--- config.mk ---
export PLATFORM = sky130hd
export DESIGN_NAME = systolic_deskew
export DESIGN_NICKNAME = d
export VERILOG_FILES = /design/src/rtl/systolic_pkg.sv /design/src/rtl/systolic_deskew_lane.sv /design/src/rtl/systolic_deskew.sv
export SDC_FILE = /design/constraint.sdc
export NUM_CORES = 1
export LEC_CHECK = 0
export CORE_MARGIN = 1.5
export CORE_UTILIZATION = 30
export DETAILED_ROUTE_END_ITERATION = 12
export HOLD_SLACK_MARGIN = 0.06
export PLACE_DENSITY_LB_ADDON = 0.08
export SLEW_MARGIN = 20
export SYNTH_ARGS = -nofsm -noshare
export SYNTH_HDL_FRONTEND = slang
export SYNTH_SLANG_ARGS = --single-unit
--- constraint.sdc ---
create_clock -name clk -period 2.5 [get_ports clk]
set_input_delay 0.375 -clock clk [delete_from_list [all_inputs] [get_ports clk]]
set_output_delay 0.375 -clock clk [all_outputs]
set_load 0.02 [all_outputs]
--- src/rtl/systolic_pkg.sv ---
// -----------------------------------------------------------------------------
// systolic_pkg
//   Shared types for the systolic-array output deskew block.
//   - lane_word_t : one lane word at the default lane width
//   - state_t     : row-tracking FSM states (IDLE, ACTIVE)
//   - row_w()     : width of the row index, $clog2(rows) but never below 1
// -----------------------------------------------------------------------------
package systolic_pkg;

   localparam int LANE_B = 8;

   typedef logic [LANE_B-1:0] lane_word_t;

   typedef enum logic {
      IDLE   = 1'b0,
      ACTIVE = 1'b1
   } state_t;

   // A frame of one row still needs a 1-bit row index port.
   function automatic int row_w(input int rows);
      return (rows > 1) ? $clog2(rows) : 1;
   endfunction

endpackage

--- src/rtl/systolic_deskew_lane.sv ---
// -----------------------------------------------------------------------------
// deskew_lane
//   D-stage shift register carrying one lane's {valid, data} word. D = 0
//   degenerates to a plain wire.
// Ports
//   clk      in  1   clock, posedge
//   rst_n    in  1   asynchronous active-low reset, clears every stage
//   clear    in  1   synchronous flush of every stage
//   in_word  in  W   {valid, data} entering the lane
//   out_word out W   {valid, data} after D cycles
// -----------------------------------------------------------------------------
module deskew_lane #(
   parameter int W = 9,
   parameter int D = 1
) (
   input  logic         clk,
   input  logic         rst_n,
   input  logic         clear,
   input  logic [W-1:0] in_word,
   output logic [W-1:0] out_word
);

   if (D == 0) begin : g_wire
      // Last lane: no delay, the common output register in the top is enough.
      logic unused_ctrl;
      assign unused_ctrl = &{1'b0, clk, rst_n, clear};
      assign out_word    = in_word;
   end else begin : g_shift
      logic [W-1:0] stage [D];

      always_ff @(posedge clk or negedge rst_n) begin
         if (!rst_n) begin
            for (int k = 0; k < D; k++) stage[k] <= '0;
         end else if (clear) begin
            for (int k = 0; k < D; k++) stage[k] <= '0;
         end else begin
            stage[0] <= in_word;
            for (int k = 1; k < D; k++) stage[k] <= stage[k-1];
         end
      end

      assign out_word = stage[D-1];
   end

endmodule

--- src/rtl/systolic_deskew.sv ---
// -----------------------------------------------------------------------------
// systolic_deskew
//   Re-aligns the staggered lane outputs of the systolic array (lane i arrives
//   i cycles after lane 0) into one row vector with a single valid strobe,
//   tracks the row index inside a frame of ROWS rows and optionally flags
//   broken skew between lanes.
//
//   Optional feature macro: DESKEW_ERR_CHK_EN
//     defined   : skew_err is set (sticky) when the aligned lane valids differ
//     undefined : skew_err tied 0, valids of lanes 1..L-1 are ignored
//
// Handshake: no backpressure. out_valid is a one-cycle strobe per aligned row;
//   out_data/out_row/frame_done are meaningful only while out_valid is high
//   (out_data updates every cycle, out_row holds between rows).
//
// Ports
//   clk        in  1        clock, posedge
//   rst_n      in  1        asynchronous active-low reset
//   clear      in  1        synchronous flush of lanes, row count and skew_err
//   in_data    in  L*B      skewed lane words, lane i at [i*B +: B]
//   in_valid   in  L        skewed lane valids, bit i for lane i
//   out_data   out L*B      aligned row, lane i at [i*B +: B]
//   out_valid  out 1        aligned row strobe
//   out_row    out ROW_W    index of the row on out_data
//   frame_done out 1        high with out_valid of the last row of a frame
//   skew_err   out 1        sticky lane misalignment flag
//   row_state  out state_t  current row FSM state (observability)
// -----------------------------------------------------------------------------
module systolic_deskew
   import systolic_pkg::*;
#(
   parameter int B    = 8,
   parameter int L    = 4,
   parameter int ROWS = 4
) (
   input  logic                     clk,
   input  logic                     rst_n,
   input  logic                     clear,
   input  logic [L*B-1:0]           in_data,
   input  logic [L-1:0]             in_valid,
   output logic [L*B-1:0]           out_data,
   output logic                     out_valid,
   output logic [row_w(ROWS)-1:0]   out_row,
   output logic                     frame_done,
   output logic                     skew_err,
   output state_t                   row_state
);

   localparam int ROW_W = row_w(ROWS);

   logic [B:0]     lane_out [L];
   logic [L-1:0]   aligned_valid;
   logic [L*B-1:0] aligned_data;

   // Lane i waits L-1-i cycles so every lane lines up with the last one.
   for (genvar i = 0; i < L; i++) begin : g_lane
      logic lane_valid_in;
`ifdef DESKEW_ERR_CHK_EN
      assign lane_valid_in = in_valid[i];
`else
      assign lane_valid_in = (i == 0) ? in_valid[0] : 1'b0;
`endif
      deskew_lane #(
         .W (B + 1),
         .D (L - 1 - i)
      ) u_lane (
         .clk      (clk),
         .rst_n    (rst_n),
         .clear    (clear),
         .in_word  ({lane_valid_in, in_data[i*B +: B]}),
         .out_word (lane_out[i])
      );
      assign aligned_valid[i]       = lane_out[i][B];
      assign aligned_data[i*B +: B] = lane_out[i][B-1:0];
   end

   // Row FSM. Rows are counted on lane 0 only; IDLE always carries row 0.
   state_t           state, state_nxt;
   logic [ROW_W-1:0] row_cnt, row_nxt;
   logic             row_v;
   logic             row_last;

   assign row_v     = aligned_valid[0];
   assign row_last  = (row_cnt == ROW_W'(ROWS - 1));
   assign row_state = state;

   always_comb begin
      state_nxt = state;
      row_nxt   = row_cnt;
      if (row_v) begin
         if (row_last) begin
            // Covers ROWS == 1 as well: the FSM never leaves IDLE.
            state_nxt = IDLE;
            row_nxt   = '0;
         end else begin
            state_nxt = ACTIVE;
            row_nxt   = row_cnt + 1'b1;
         end
      end
   end

   always_ff @(posedge clk or negedge rst_n) begin
      if (!rst_n) begin
         state      <= IDLE;
         row_cnt    <= '0;
         out_data   <= '0;
         out_valid  <= 1'b0;
         out_row    <= '0;
         frame_done <= 1'b0;
      end else if (clear) begin
         state      <= IDLE;
         row_cnt    <= '0;
         out_data   <= '0;
         out_valid  <= 1'b0;
         out_row    <= '0;
         frame_done <= 1'b0;
      end else begin
         state      <= state_nxt;
         row_cnt    <= row_nxt;
         out_data   <= aligned_data;
         out_valid  <= row_v;
         frame_done <= row_v && row_last;
         if (row_v) out_row <= row_cnt;
      end
   end

`ifdef DESKEW_ERR_CHK_EN
   // Any disagreement among aligned lane valids means the upstream skew broke.
   logic skew_bad;
   assign skew_bad = (aligned_valid != '0) && (aligned_valid != '1);

   always_ff @(posedge clk or negedge rst_n) begin
      if (!rst_n)     skew_err <= 1'b0;
      else if (clear) skew_err <= 1'b0;
      else            skew_err <= skew_err | skew_bad;
   end
`else
   logic unused_valid;
   assign unused_valid = ^{in_valid, aligned_valid};
   assign skew_err     = 1'b0;
`endif

endmodule

==> flow_metrics.env <==
export IMPL_post_route_cells_drive_above_1_share_pct=6.83
export IMPL_initial_core_util_pct=31.3
export IMPL_utilization_pct=42.8
export IMPL_cp_required_ns=2.12
export IMPL_critical_path_class="reg2out"
export IMPL_timing_fmax_mhz=599
export IMPL_yosysUniqueCellTypes=13
export IMPL_fp_dieH_um=102
export IMPL_port_buffers=72
export IMPL_ctsHoldBuffers=0
export IMPL_maxCapViolations=0
export IMPL_io_pins=77
export IMPL_clk_latency_ns=0.34
export IMPL_seqCellArea_um2=2250
export IMPL_synth_nets=239
export IMPL_synth_cells=199
export IMPL_core_area_um2=9370
export IMPL_regToRegSetupSlack_ns=1.50
export IMPL_period_minus_slack_ns=1.67
export IMPL_critPathMaxFanout=2
export IMPL_clkTransAtPathRegs_ns=0.08
export IMPL_post_cts_resized=0
export IMPL_ant_nets=0
export IMPL_diodes=0
export IMPL_grt_ovfl_total=0
export IMPL_nNetsFinal=314
export IMPL_r2r_start="row_cnt[0]"
export IMPL_final_area_um2=4010
export IMPL_finalSetupViolCount=0
export IMPL_num_vias=1529
export IMPL_report_final_slew_viol_count=0
export IMPL_cts_buffers=9
export IMPL_cts_sinks=90
export IMPL_antenna_found_initial=0
export IMPL_yosys_warnings=0
export IMPL_critPathCaptureType="output pin"
export IMPL_drtIter0Drc=28
export IMPL_grt_pass1_vias=1490
export IMPL_max_slew_margin_rel_pct=57.1
export IMPL_fin_cells=407
export IMPL_dpl_cell_area_um2=3780
export IMPL_finalWeightedCongestion=0.654
export IMPL_whs_ns=0.0630
export IMPL_die_w_um=102
export IMPL_rr_worst_depth=3
export IMPL_finalSetupTns_ns=0
export IMPL_drt_first_pass_iters=2
export IMPL_drc=0
export IMPL_cpPeakStageDelay_ns=0.60
export IMPL_grt_max_degree=53
export IMPL_cts_tree="yes"
export IMPL_grt_usage_pct=9.35
export IMPL_peakVddDrop_uv=236
export IMPL_multi_input_area_um2=619
export IMPL_syn_cell_area_um2=2930
export IMPL_path_cells="clkdlybuf4s50_1"
export IMPL_slowest_stage="clkdlybuf4s50_1"
export IMPL_dieArea_um2=10400
export IMPL_pwr_density_cell_nw_per_um2=710
export IMPL_viasPerCell=3.76
export IMPL_min_path_type="in2async"
export IMPL_syn_area_per_cell_um2=14.7
export IMPL_post_cts_buffers=0
export IMPL_rsz0062_at_grt="no"
export IMPL_critical_path_top_delay_family="buffers and inverters"
export IMPL_crit_arrival_ns=1.30
export IMPL_areaGrowthSynthToFinish_pct=36.8
export IMPL_ys_ff_latch=90
export IMPL_cts_root_buf="clkbuf_8"
export IMPL_tightest_slew_ns=0.644
export IMPL_clock_path_buffers=2
export IMPL_cts_max_level=3
export IMPL_period_share_pct=66.8
export IMPL_row_count=35
export IMPL_status="complete, no violations"
export IMPL_grt_pass1_wl_mm=7.15
export IMPL_fillerInstances=891
export IMPL_hold_viol=0
export IMPL_dpl_hpwl_mm=2.70
export IMPL_skew_ns=0.00848
export IMPL_worstReg2RegEnd="row_cnt[1]"
export IMPL_critPathBufInv=1
export IMPL_critPathLaunchType="flip-flop"
export IMPL_dp_cells=392
export IMPL_wl_per_cell_um=10.8
export IMPL_yosysSeqAreaShare_pct=76.8
export IMPL_p_leak_nw=1.83
export IMPL_wl_mm=4.38
report_power, final:
| part | internal [mW] | switching [mW] | total, mW |
|---|---|---|---|
| registers | 1.51 | 0.0116 | 1.52 |
| clock network | 0.659 | 0.467 | 1.13 |
| logic | 0.110 | 0.0959 | 0.206 |
worst max path at each step:
stage	to	depth (start not counted)	from	slack, ns
finish	out_row[0]	1	out_row[0]	0.83
global route	out_data[8]	1	out_data[8]	0.76
CTS	out_data[8]	1	out_data[8]	0.77
detailed placement	out_data[8]	1	out_data[8]	1.17
global placement	out_data[8]	1	out_data[8]	1.17
floorplan	row_cnt[1]	3	row_cnt[0]	1.55
cell usage after synthesis:
master	n	area [um2]
clkbuf_1	1	3.75
nand2b_1	2	12.5
a21oi_1	1	5.00
buf_4	3	22.5
conb_1	1	3.75
ha_1	1	12.5
nor2_1	4	15.0
and2_1	1	6.26
mux2i_1	3	30.0
xnor2_1	1	8.76
dfrtp_1	90	2250
nor2b_1	84	526
buf_2	7	35.0
flip-flops by register name (all words and copies together) (netlist names):
register                     cells
out_data                        32
g_lane.u_lane.out_word          25
row_cnt                          2
out_valid                        1
frame_done                       1
g_lane.u_lane.g_shift.stage     26
out_row                          2
row_state                        1
cell families after synthesis:
logic type,Yosys count,share of synthesized area (%)
AO/OA/AOI/OAI,1,0.170
XOR/XNOR,1,0.299
AND/OR/NAND/NOR,91,19.1
multiplexers,3,1.02
buffers and inverters,11,2.09
flip-flops,90,76.8
adder cells (fa/ha/maj),1,0.427
other,1,0.128
cell type report:
type	count	area share [%]
Clock buffer	10	3.18
Clock inverter	5	2.59
Tap cell	129	4.02
Sequential cell	90	56.1
Multi-Input combinational cell	98	15.4
Timing Repair Buffer	75	18.6
stage by stage:
stage	setup WS [ns]	power, mW
3_3_place_gp	1.17	1.76
5_1_grt	0.761	2.99
4_1_cts	0.774	2.91
2_1_floorplan	1.55	1.63
3_5_place_dp	1.17	1.76
6_report	0.830	2.85
layer usage:
layer / up-vias / routed length [um] / global-route usage [%]
met5: - / 0 / 0
met1: 720 / 2010 / 11.2
met3: 10 / 282 / 2.87
met4: 0 / 110 / 6.64
met2: 54 / 1980 / 14.4
li1: 745 / - / -
placed cells by master, fill, tap and decap left out, types with 2 or more instances in the layout:
cell type,synthesis,routed
clkbuf_8,0,9
mux2i_1,3,3
clkdlybuf4s50_1,0,70
bufinv_16,0,3
buf_4,3,3
nand2b_1,2,2
nor2b_1,84,84
nor2_1,4,4
dfrtp_1,90,90
No activity file was read; power rests on OpenSTA's default activity.
